$ cat src/rtl/snake_pkg.sv
// Shared types, colours and helpers for the snake game core.
package snake_pkg;

    typedef enum logic [1:0] {
        RIGHT = 2'b00,
        DOWN  = 2'b01,
        UP    = 2'b10,
        LEFT  = 2'b11
    } dir_t;

    typedef enum logic [1:0] {
        IDLE = 2'd0,
        PLAY = 2'd1,
        DEAD = 2'd2
    } state_t;

    typedef struct packed {
        logic [6:0] x;
        logic [5:0] y;
    } cell_t;

    localparam logic [7:0] COL_APPLE = 8'h07;
    localparam logic [7:0] COL_HEAD  = 8'hFF;
    localparam logic [7:0] COL_DEAD  = 8'hE0;
    localparam logic [7:0] COL_BODY  = 8'h38;
    localparam logic [7:0] COL_BG    = 8'h40;
    localparam logic [7:0] COL_OFF   = 8'h00;

    // Starting layout: a horizontal line trailing left of the centre.
    function automatic cell_t init_cell(int i, int w, int h);
        cell_t c;
        int    xi;
        xi  = (((w / 2) - i) % w + w) % w;
        c.x = 7'(xi);
        c.y = 6'(h / 2);
        return c;
    endfunction

endpackage

$ cat src/rtl/snake_engine_if.sv
// Control and pixel bus between game logic, VGA mux and the engine.
interface snake_engine_if #(
    parameter int LW = 6
);
    logic          TICK;
    logic          RUN;
    logic [1:0]    DIR;
    logic [6:0]    RAND_X;
    logic [5:0]    RAND_Y;
    logic [9:0]    ADDRH;
    logic [8:0]    ADDRV;
    logic [7:0]    COLOUR;
    logic          REACHED_TARGET;
    logic          COLLISION;
    logic [LW-1:0] LENGTH;
    logic [7:0]    SCORE;

    modport master (
        output TICK, RUN, DIR, RAND_X, RAND_Y,
        output ADDRH, ADDRV,
        input  COLOUR, REACHED_TARGET, COLLISION,
        input  LENGTH, SCORE
    );

    modport slave (
        input  TICK, RUN, DIR, RAND_X, RAND_Y,
        input  ADDRH, ADDRV,
        output COLOUR, REACHED_TARGET, COLLISION,
        output LENGTH, SCORE
    );
endinterface

$ cat src/rtl/snake_segment_shifter.sv
// Segment shift buffer holding the snake body, with a length mask.
module snake_segment_shifter
    import snake_pkg::*;
#(
    parameter int MAX_LEN = 32,
    parameter int GRID_W  = 80,
    parameter int GRID_H  = 60,
    parameter int LW      = $clog2(MAX_LEN + 1)
) (
    input  logic                  CLK,
    input  logic                  RESET,
    input  logic                  init,
    input  logic                  shift,
    input  cell_t                 head_in,
    input  logic [LW-1:0]         len,
    output cell_t [MAX_LEN-1:0]   seg,
    output logic  [MAX_LEN-1:0]   active
);

    cell_t [MAX_LEN-1:0] seg_q;
    cell_t [MAX_LEN-1:0] seg_d;

    always_comb begin
        seg_d = seg_q;
        if (RESET || init) begin
            for (int i = 0; i < MAX_LEN; i++) begin
                seg_d[i] = init_cell(i, GRID_W, GRID_H);
            end
        end else if (shift) begin
            seg_d[0] = head_in;
            for (int i = 1; i < MAX_LEN; i++) begin
                seg_d[i] = seg_q[i-1];
            end
        end
    end

    always_ff @(posedge CLK) begin
        seg_q <= seg_d;
    end

    always_comb begin
        active = '0;
        for (int i = 0; i < MAX_LEN; i++) begin
            active[i] = LW'(i) < len;
        end
    end

    assign seg = seg_q;

endmodule

$ cat src/rtl/snake_engine.sv
// Snake game core: step, wrap, grow, self-collision and pixel render.
module snake_engine
    import snake_pkg::*;
#(
    parameter int MAX_LEN  = 32,
    parameter int INIT_LEN = 3,
    parameter int GRID_W   = 80,
    parameter int GRID_H   = 60
) (
    input logic           CLK,
    input logic           RESET,
    snake_engine_if.slave bus
);

    localparam int LW = $clog2(MAX_LEN + 1);

    localparam logic [6:0]    X_MAX   = 7'(GRID_W - 1);
    localparam logic [5:0]    Y_MAX   = 6'(GRID_H - 1);
    localparam logic [6:0]    X_MID   = 7'(GRID_W / 2);
    localparam logic [5:0]    Y_MID   = 6'(GRID_H / 2);
    localparam logic [7:0]    X_LIM   = 8'(GRID_W);
    localparam logic [6:0]    Y_LIM   = 7'(GRID_H);
    localparam logic [LW-1:0] LEN0    = LW'(INIT_LEN);
    localparam logic [LW-1:0] LEN_MAX = LW'(MAX_LEN);
    localparam cell_t         APPLE0  =
        cell_t'({7'(GRID_W / 4), 6'(GRID_H / 4)});

    state_t        state_q, state_d;
    dir_t          hdg_q, hdg_d, hdg_nx;
    cell_t         apple_q, apple_d;
    logic [LW-1:0] len_q, len_d;
    logic [7:0]    score_q, score_d;
    logic [7:0]    colour_q, colour_d;
    logic          reached_q, reached_d;

    cell_t [MAX_LEN-1:0] seg;
    logic  [MAX_LEN-1:0] active;
    logic  [MAX_LEN-1:0] coll_v;
    logic  [MAX_LEN-1:0] body_v;
    cell_t               nx;
    cell_t               pix;
    logic                eat, crash, step;
    logic                init, shift;
    logic                unused_addr;

    snake_segment_shifter #(
        .MAX_LEN (MAX_LEN),
        .GRID_W  (GRID_W),
        .GRID_H  (GRID_H),
        .LW      (LW)
    ) u_seg (
        .CLK     (CLK),
        .RESET   (RESET),
        .init    (init),
        .shift   (shift),
        .head_in (nx),
        .len     (len_q),
        .seg     (seg),
        .active  (active)
    );

    assign pix.x = bus.ADDRH[9:3];
    assign pix.y = bus.ADDRV[8:3];
    assign unused_addr = ^{bus.ADDRH[2:0], bus.ADDRV[2:0]};

    // A reversal request keeps the current heading.
    always_comb begin
        hdg_nx = (bus.DIR == ~hdg_q) ? hdg_q : dir_t'(bus.DIR);
        nx     = seg[0];
        unique case (hdg_nx)
            RIGHT: nx.x = (seg[0].x == X_MAX) ? 7'd0 : seg[0].x + 7'd1;
            LEFT:  nx.x = (seg[0].x == 7'd0) ? X_MAX : seg[0].x - 7'd1;
            DOWN:  nx.y = (seg[0].y == Y_MAX) ? 6'd0 : seg[0].y + 6'd1;
            UP:    nx.y = (seg[0].y == 6'd0) ? Y_MAX : seg[0].y - 6'd1;
        endcase
    end

    // The tail only counts when eating, since it stays put while growing.
    always_comb begin
        eat    = (nx == apple_q);
        coll_v = '0;
        body_v = '0;
        for (int i = 0; i < MAX_LEN; i++) begin
            coll_v[i] = active[i] && (seg[i] == nx) &&
                        (eat || (LW'(i) != len_q - 1'b1));
        end
        for (int i = 1; i < MAX_LEN; i++) begin
            body_v[i] = active[i] && (seg[i] == pix);
        end
        crash = |coll_v;
    end

    always_comb begin
        state_d   = state_q;
        hdg_d     = hdg_q;
        apple_d   = apple_q;
        len_d     = len_q;
        score_d   = score_q;
        reached_d = 1'b0;
        init      = 1'b0;
        shift     = 1'b0;
        step      = (state_q == PLAY) && bus.RUN && bus.TICK;
        unique case (state_q)
            IDLE: begin
                init = 1'b1;
                if (bus.RUN) state_d = PLAY;
            end
            PLAY: begin
                if (step && crash) begin
                    state_d = DEAD;
                end else if (step) begin
                    shift = 1'b1;
                    hdg_d = hdg_nx;
                    if (eat) begin
                        reached_d = 1'b1;
                        score_d   = score_q + 8'd1;
                        if (len_q != LEN_MAX) len_d = len_q + 1'b1;
                        apple_d.x = ({1'b0, bus.RAND_X} < X_LIM) ?
                                    bus.RAND_X : X_MID;
                        apple_d.y = ({1'b0, bus.RAND_Y} < Y_LIM) ?
                                    bus.RAND_Y : Y_MID;
                    end
                end
            end
            DEAD: begin
                if (!bus.RUN) begin
                    init    = 1'b1;
                    state_d = IDLE;
                end
            end
            default: state_d = IDLE;
        endcase
        if (init) begin
            hdg_d   = RIGHT;
            apple_d = APPLE0;
            len_d   = LEN0;
            score_d = 8'd0;
        end
    end

    always_comb begin
        if (pix.x > X_MAX || pix.y > Y_MAX) begin
            colour_d = COL_OFF;
        end else if (pix == apple_q) begin
            colour_d = COL_APPLE;
        end else if (pix == seg[0]) begin
            colour_d = (state_q == DEAD) ? COL_DEAD : COL_HEAD;
        end else if (|body_v) begin
            colour_d = COL_BODY;
        end else begin
            colour_d = COL_BG;
        end
    end

    always_ff @(posedge CLK) begin
        if (RESET) begin
            state_q   <= IDLE;
            hdg_q     <= RIGHT;
            apple_q   <= APPLE0;
            len_q     <= LEN0;
            score_q   <= 8'd0;
            colour_q  <= COL_OFF;
            reached_q <= 1'b0;
        end else begin
            state_q   <= state_d;
            hdg_q     <= hdg_d;
            apple_q   <= apple_d;
            len_q     <= len_d;
            score_q   <= score_d;
            colour_q  <= colour_d;
            reached_q <= reached_d;
        end
    end

    assign bus.COLOUR         = colour_q;
    assign bus.REACHED_TARGET = reached_q;
    assign bus.COLLISION      = (state_q == DEAD);
    assign bus.LENGTH         = len_q;
    assign bus.SCORE          = score_q;

endmodule
$ cat src/flat_wrapper.sv
// flat-port wrapper written by rule: the top's interface ports become plain ports
module snake_engine_flat import snake_pkg::*;
#(
    parameter int MAX_LEN  = 32,
    parameter int INIT_LEN = 3,
    parameter int GRID_W   = 80,
    parameter int GRID_H   = 60
)
  (CLK, RESET, bus_TICK, bus_RUN, bus_DIR, bus_RAND_X, bus_RAND_Y, bus_ADDRH, bus_ADDRV, bus_COLOUR, bus_REACHED_TARGET, bus_COLLISION, bus_LENGTH, bus_SCORE);
  snake_engine_if bus_i ();
  input logic CLK;
  input logic RESET;
  input wire logic [$bits(bus_i.TICK)-1:0] bus_TICK;
  input wire logic [$bits(bus_i.RUN)-1:0] bus_RUN;
  input wire logic [$bits(bus_i.DIR)-1:0] bus_DIR;
  input wire logic [$bits(bus_i.RAND_X)-1:0] bus_RAND_X;
  input wire logic [$bits(bus_i.RAND_Y)-1:0] bus_RAND_Y;
  input wire logic [$bits(bus_i.ADDRH)-1:0] bus_ADDRH;
  input wire logic [$bits(bus_i.ADDRV)-1:0] bus_ADDRV;
  output wire logic [$bits(bus_i.COLOUR)-1:0] bus_COLOUR;
  output wire logic [$bits(bus_i.REACHED_TARGET)-1:0] bus_REACHED_TARGET;
  output wire logic [$bits(bus_i.COLLISION)-1:0] bus_COLLISION;
  output wire logic [$bits(bus_i.LENGTH)-1:0] bus_LENGTH;
  output wire logic [$bits(bus_i.SCORE)-1:0] bus_SCORE;
  assign bus_i.TICK = bus_TICK;
  assign bus_i.RUN = bus_RUN;
  assign bus_i.DIR = bus_DIR;
  assign bus_i.RAND_X = bus_RAND_X;
  assign bus_i.RAND_Y = bus_RAND_Y;
  assign bus_i.ADDRH = bus_ADDRH;
  assign bus_i.ADDRV = bus_ADDRV;
  assign bus_COLOUR = bus_i.COLOUR;
  assign bus_REACHED_TARGET = bus_i.REACHED_TARGET;
  assign bus_COLLISION = bus_i.COLLISION;
  assign bus_LENGTH = bus_i.LENGTH;
  assign bus_SCORE = bus_i.SCORE;
  snake_engine #(.MAX_LEN(MAX_LEN), .INIT_LEN(INIT_LEN), .GRID_W(GRID_W), .GRID_H(GRID_H)) u_core (.CLK(CLK), .RESET(RESET), .bus(bus_i));
endmodule
$ cat config.mk
export PLATFORM = sky130hd
export DESIGN_NAME = snake_engine_flat
export DESIGN_NICKNAME = d
export VERILOG_FILES = /design/src/rtl/snake_pkg.sv /design/src/rtl/snake_engine_if.sv /design/src/rtl/snake_segment_shifter.sv /design/src/rtl/snake_engine.sv /design/src/flat_wrapper.sv
export SDC_FILE = /design/constraint.sdc
export NUM_CORES = 1
export LEC_CHECK = 0
export CORE_MARGIN = 5
export CORE_UTILIZATION = 40
export CTS_CLUSTER_SIZE = 10
export DETAILED_ROUTE_END_ITERATION = 10
export GPL_ROUTABILITY_DRIVEN = 0
export PLACE_DENSITY_LB_ADDON = 0.08
export SLEW_MARGIN = 20
export SYNTH_ARGS = -nofsm -noshare
export SYNTH_HDL_FRONTEND = slang
export SYNTH_SLANG_ARGS = --single-unit
$ cat constraint.sdc
create_clock -name CLK -period 5.94 [get_ports CLK]
set_input_delay 1.188 -clock CLK [delete_from_list [all_inputs] [get_ports CLK]]
set_output_delay 1.188 -clock CLK [all_outputs]
set_load 0.01 [all_outputs]
# Word level (Yosys, flattened, before mapping)
# Index checks and enable logic that the tools add are counted.
# classes
n_addsub,7
n_lt_le_gt_ge,36
n_eq_ne,109
mux,23
bitwise_logic,4
reduce_logical,147
# ops
operator,n
13-bit equality test,66
1-bit logical AND,98
5-bit by 6-bit less-than comparator with 1-bit output (first input constant),16
5-bit by 6-bit != test with 1-bit output (first input constant),16
4-bit by 6-bit less-than comparator with 1-bit output (first input constant),8
4-bit by 6-bit != test with 1-bit output (first input constant),8
1-bit logical OR,34
32-bit OR reduction,1
31-bit OR reduction,1
7-bit two-way mux,4
3-bit by 6-bit less-than comparator with 1-bit output (first input constant),4
3-bit by 6-bit != test with 1-bit output (first input constant),4
6-bit two-way mux,3
7-bit one-hot mux with 2 select lines,1
6-bit by 1-bit adder with 6-bit output (second input constant),2
1-bit by 6-bit less-than comparator with 1-bit output (first input constant),2
2-bit by 6-bit less-than comparator with 1-bit output (first input constant),2
2-bit by 6-bit != test with 1-bit output (first input constant),2
6-bit one-hot mux with 2 select lines,1
6-bit by 1-bit subtractor with 6-bit output (second input constant),2
8-bit by 1-bit adder with 8-bit output (second input constant),1
2-bit two-way mux,4
8-bit two-way mux,1
7-bit by 1-bit adder with 7-bit output (second input constant),1
other kinds (30),44
# totals
reg_bits,456

# Logic depth before layout (Yosys ltp)
# logic_depth
word_depth,12
mapped_depth,24
mapped_depth_nobuf,16

# Cells and area by module
# A second synthesis with hierarchy kept.
# hier_totals
cells_unflattened,3352
hier_area_um2,29505.8
# modules_own_cells
mod,n_inst,cells_per_inst,area_per_inst_um2,seq_area_each_um2
snake_segment_shifter,1,1404,14905.5,8328.0
snake_engine,1,1948,14600.3,740.7

# Worst setup path after synthesis
# No wires, ideal clock.
# synth_timing
kind,in2reg
start,input port bus_DIR[0]
end,"register u_core.score_q[2], in the netlist u_core.bus.SCORE[2]"
arrival_ns,5.658
t_required_ns,5.870
setup_slack_ns,0.212
path_stages,21
n_path_buf,8
path_cell_list,xnor2_1 > mux2_2 > ha_1 > buf_2 > buf_2 > buf_2 > nand2_1 > clkbuf_1 > nand2_1 > buf_2 > o2111a_1 > nand4_1 > o31ai_2 > a2111oi_4 > nand3_2 > or4_1 > buf_4 > buf_6 > buf_6 > or4_1 > a21oi_1
# synth_between
elab_chain_cells,11
# synth_lines
item,line,text
start: declaration,flat_wrapper.sv:15,input wire logic [$bits(bus_i.DIR)-1:0] bus_DIR;
2-bit equality test (*),snake_engine.sv:68,hdg_nx = (bus.DIR == ~hdg_q) ? hdg_q : dir_t'(bus.DIR);
2-bit two-way mux (*),snake_engine.sv:68,
named net u_core.hdg_nx[1],snake_engine.sv:29,"dir_t hdg_q, hdg_d, hdg_nx;"
2-bit equality test (tied with other cells),snake_engine.sv:70,unique case (hdg_nx)
6-bit one-hot mux with 2 select lines or 7-bit one-hot mux with 2 select lines (tied branches),snake_engine.sv:70,
13-bit equality test (on tied branches),"snake_engine.sv:84, snake_engine.sv:80",
1-bit logical AND or 1-bit logical OR (tied branches),"snake_engine.sv:84, snake_engine.sv:85",
1-bit logical AND,snake_engine.sv:84,coll_v[i] = active[i] && (seg[i] == nx) &&
32-bit OR reduction,snake_engine.sv:90,crash = |coll_v;
1-bit logical AND,snake_engine.sv:109,if (step && crash) begin
1-bit NOT (no source line),n/a,
4-bit AND reduction (no source line) (*),n/a,
end signal: assignment,snake_engine.sv:169,score_q <= score_d;
end: declaration,snake_engine.sv:32,"logic [7:0] score_q, score_d;"
# The timed path passes the listed nets; every way through them passes the cells marked *.
# A chain may end at the register's enable or synchronous reset.

# Worst setup path after layout
# layout_timing
start,input port bus_DIR[1]
end,"register u_core.score_q[7], in the netlist u_core.bus.SCORE[7]"
# Same word-level chain as after synthesis.

==> metrics.txt <==
status=finished, final reports clean; Simple-Gate Fraction of Synth Area=a little over a fifth; dpl hpwl=111 mm; most frequent cell after synthesis=nand3_1; adder-cell area share of the yosys netlist=less than 1%; crit-path max FO=31; via count=around 33000; worst setup path class=primary input to register; num rows=a little over 100; Buffers on Ports=55; Seq/Total Area, Yosys=29.1%; met3 usage=roughly 6.5%; fmax=around 170 MHz; Gate Count Post-Synth=a little under 4000; I/O pin count=62; DP Area=36200 sq um; Core Box Area=about 77000 sq um; Final Max Slew Viols=0; H-tree levels=2; yosys warns=0; clock transition at the registers of the reported paths=~0.05 ns; Worst Clk Skew=about 0.026 ns; GRT Util Overall=about a third; Hold Path Class=register to register; Yosys top cell by area=dfxtp_1; Worst R2R Path Depth=19; largest family of logic cells by synthesized area=compound AO/OA/AOI/OAI gates; Post-synth EDFFs=0; portion of netlist area occupied by mux cells=less than 1%; XOR/XNOR Fraction of Synth Area=roughly a fifth; post-route antenna net violation count=0; #FFs+latches synth=around 450; Finished Core Util=between 40% and 50%; GR peak layer=met2; number of remaining DRC errors=0; crit share post-route=between 90% and 100%; combinational share of power=a little over a quarter; P&R area growth vs syn=23.1%; max_slew headroom=approximately a quarter; initial antenna violation count=0; Compound-Gate Fraction of Synth Area=21.5%; Seq pwr share=a little over a third; Layout fillers=just under 8000; Hold-fix buffers, CTS=0; final hold slack=roughly 0.5 ns; Synth cell types=roughly 120; Synth async-reset ratio=0%; crit path DAT=about 6.4 ns; fin crit period=approximately 5.8 ns; Layout Nets=roughly 4300; Worst setup SP type=primary input; Sw Ratio=about a third; area of the mapped netlist=31200 sq um; top cell type's share of synthesized area=slightly below 30%; Internal Pwr Total=5.81 mW; largest net degree at the start of global routing=roughly 200; drt total wl=approximately 150 mm; fraction of layout cells with a size suffix above 1=17.1%; final setup violation count=0; area occupied by registers=~9100 sq um; Post-synth top cells=nand3_1, o21ai_0, dfxtp_1, xor2_1, xnor2_1; Req. time, crit path=around 6.5 ns; DRT Pass-1 Iters=6; root buffer cell=clkbuf_16; drt wl/cell=28.8 um; top_reg_cell synth=dfxtp_1; worst setup path start=bus_DIR[1]; Least-Margin Pin Slew=around 1.1 ns; grt total ovfl=0; critical path capture point type=register; Post-Syn Area per Cell=~7.8 sq um; clock power share=~37%; die area=between 80000 and 90000 sq um; CTS tree=yes; LEAKAGE=13.2 nW; M1 GR Usage=roughly half; critical path endpoint=u_core.bus.SCORE[7]; Final Power=8.58 mW; CTS Sinks=approximately 450; Worst R2R Start=u_core.hdg_q[1]; r2r endpoint=u_core.bus.SCORE[7]; routed vias/inst=approximately 6.3; die extent in y=~290 um; area of the multi-input gates=20500 sq um; Design Area, Final=38400 sq um; R2R setup slack=between 0.6 and 0.7 ns; Initial Utilization=40.3%; Worst IR Drop VDD=around 190 uV; first-pass GRT wire length=~220 mm; initial DRC count=4136; clk buf depth=3; Synth area leaders=dfxtp_1, xor2_1, xnor2_1; met2 usage=around half; pwr/cell area=between 200 and 250 nW/um^2; Final Hold Fails=0; Max Cap Violations=0; worst skew pair latency=0.64 ns; switching power=between 2 and 3 mW; clock buffer count from CTS=55; syn_nets=approximately 4000; die extent in x=approximately 290 um; setup TNS=0 ns; vias in the first global route=30753
flip-flops by register name, indices dropped and copies added (netlist names):
name and count:
u_core.bus.LENGTH 6, u_core.state_q 2, u_core.hdg_q 2, u_core.bus.REACHED_TARGET 1, u_core.u_seg.seg 416, u_core.bus.COLOUR 5
u_core.bus.SCORE 8, u_core.apple_q 13
critical path: stages:
cell           delay [ns]
dlygate4sd2_1        0.28
xnor2_1              0.16
mux2_2               0.41
inv_1                0.13
ha_4                 0.25
buf_4                0.19
nand3b_1             0.21
o32a_1               0.38
nand2_2              0.13
buf_4                0.17
xor2_1               0.15
nor4_1               0.07
and3_2               0.27
and4b_1              0.27
a2111oi_2            0.40
nand4_1              0.18
or4_4                0.62
buf_12               0.21
or4_1                0.51
a21oi_1              0.16
worst min-delay path by stage:
stage / start / end / slack, ns / depth (start not counted)
floorplan: u_core.u_seg.seg[414] / u_core.u_seg.seg[414] / 0.48 / 2
global placement: u_core.bus.SCORE[7] / u_core.bus.SCORE[7] / 0.47 / 2
detailed placement: u_core.bus.SCORE[7] / u_core.bus.SCORE[7] / 0.49 / 2
CTS: u_core.bus.SCORE[7] / u_core.bus.SCORE[7] / 0.50 / 2
global route: u_core.bus.SCORE[7] / u_core.bus.SCORE[7] / 0.51 / 2
finish: u_core.bus.SCORE[7] / u_core.bus.SCORE[7] / 0.49 / 2
metal layers:
metal,vias up,wire (um)
li1,14882,-
met3,396,15000
met1,16269,64900
met5,-,0
met4,0,8480
met2,1799,63300
final cells by class:
type,count,share of cell area (%)
antenna,1,0.00652
clock buffer,73,4.03
timing repair buffer,572,14.7
clock inverter,9,0.212
inverter,61,0.597
sequential,453,23.6
multi-input combinational,3057,53.5
tap,1040,3.39
what timing repair did:
action / in CTS / in global routing
pin swaps: 9 / 14
setup buffers: 14 / 5
endpoints found under the setup margin: 448 / 446
endpoints found under the hold margin: 0 / 0
gates resized for setup: 29 / 40
stage by stage:
stage | worst slack [ns] | std cells
floorplan | 0.212 | 3977
global placement | -0.952 | 5164
detailed placement | -0.999 | 5164
CTS | 0.000226 | 5260
global route | -0.0286 | 5265
finish | 0.132 | 5266
cells by family (layout without fill, tap and decap cells):
family                     after synthesis  after routing
AOI/OAI and AO/OA                     1090           1090
xor gates and xnor gates               739            739
adders and majority gates               17             17
buffers and inverters                  467            715
DFF                                    453            453
muxes                                   16             16
other                                    0              1
and+or+nand+nor                       1195           1195
power by group through the flow:
stage,Sequential (mW),Clock (mW),Combinational (mW)
6_report,3.11,3.21,2.26
5_1_grt,3.11,3.38,2.35
4_1_cts,3.11,3.25,2.19
3_5_place_dp,3.18,0,2.15
3_3_place_gp,3.18,0,2.15
2_1_floorplan,3.15,0,1.11
placed cells by master (no fill, tap or decap), types with 20 or more instances in the layout:
cell / count
nand3_1: 611
o21ai_0: 461
dfxtp_1: 453
buf_4: 413
xor2_1: 380
xnor2_1: 355
a21oi_1: 284
nor4_1: 106
buf_12: 98
nand4_1: 95
nand2_1: 68
nor2_1: 67
nor3_1: 64
inv_1: 60
clkbuf_16: 55
a211oi_1: 40
clkdlybuf4s50_1: 40
o311ai_0: 26
nand2b_1: 24
and3_1: 20
(Power assumes the default switching activity.)
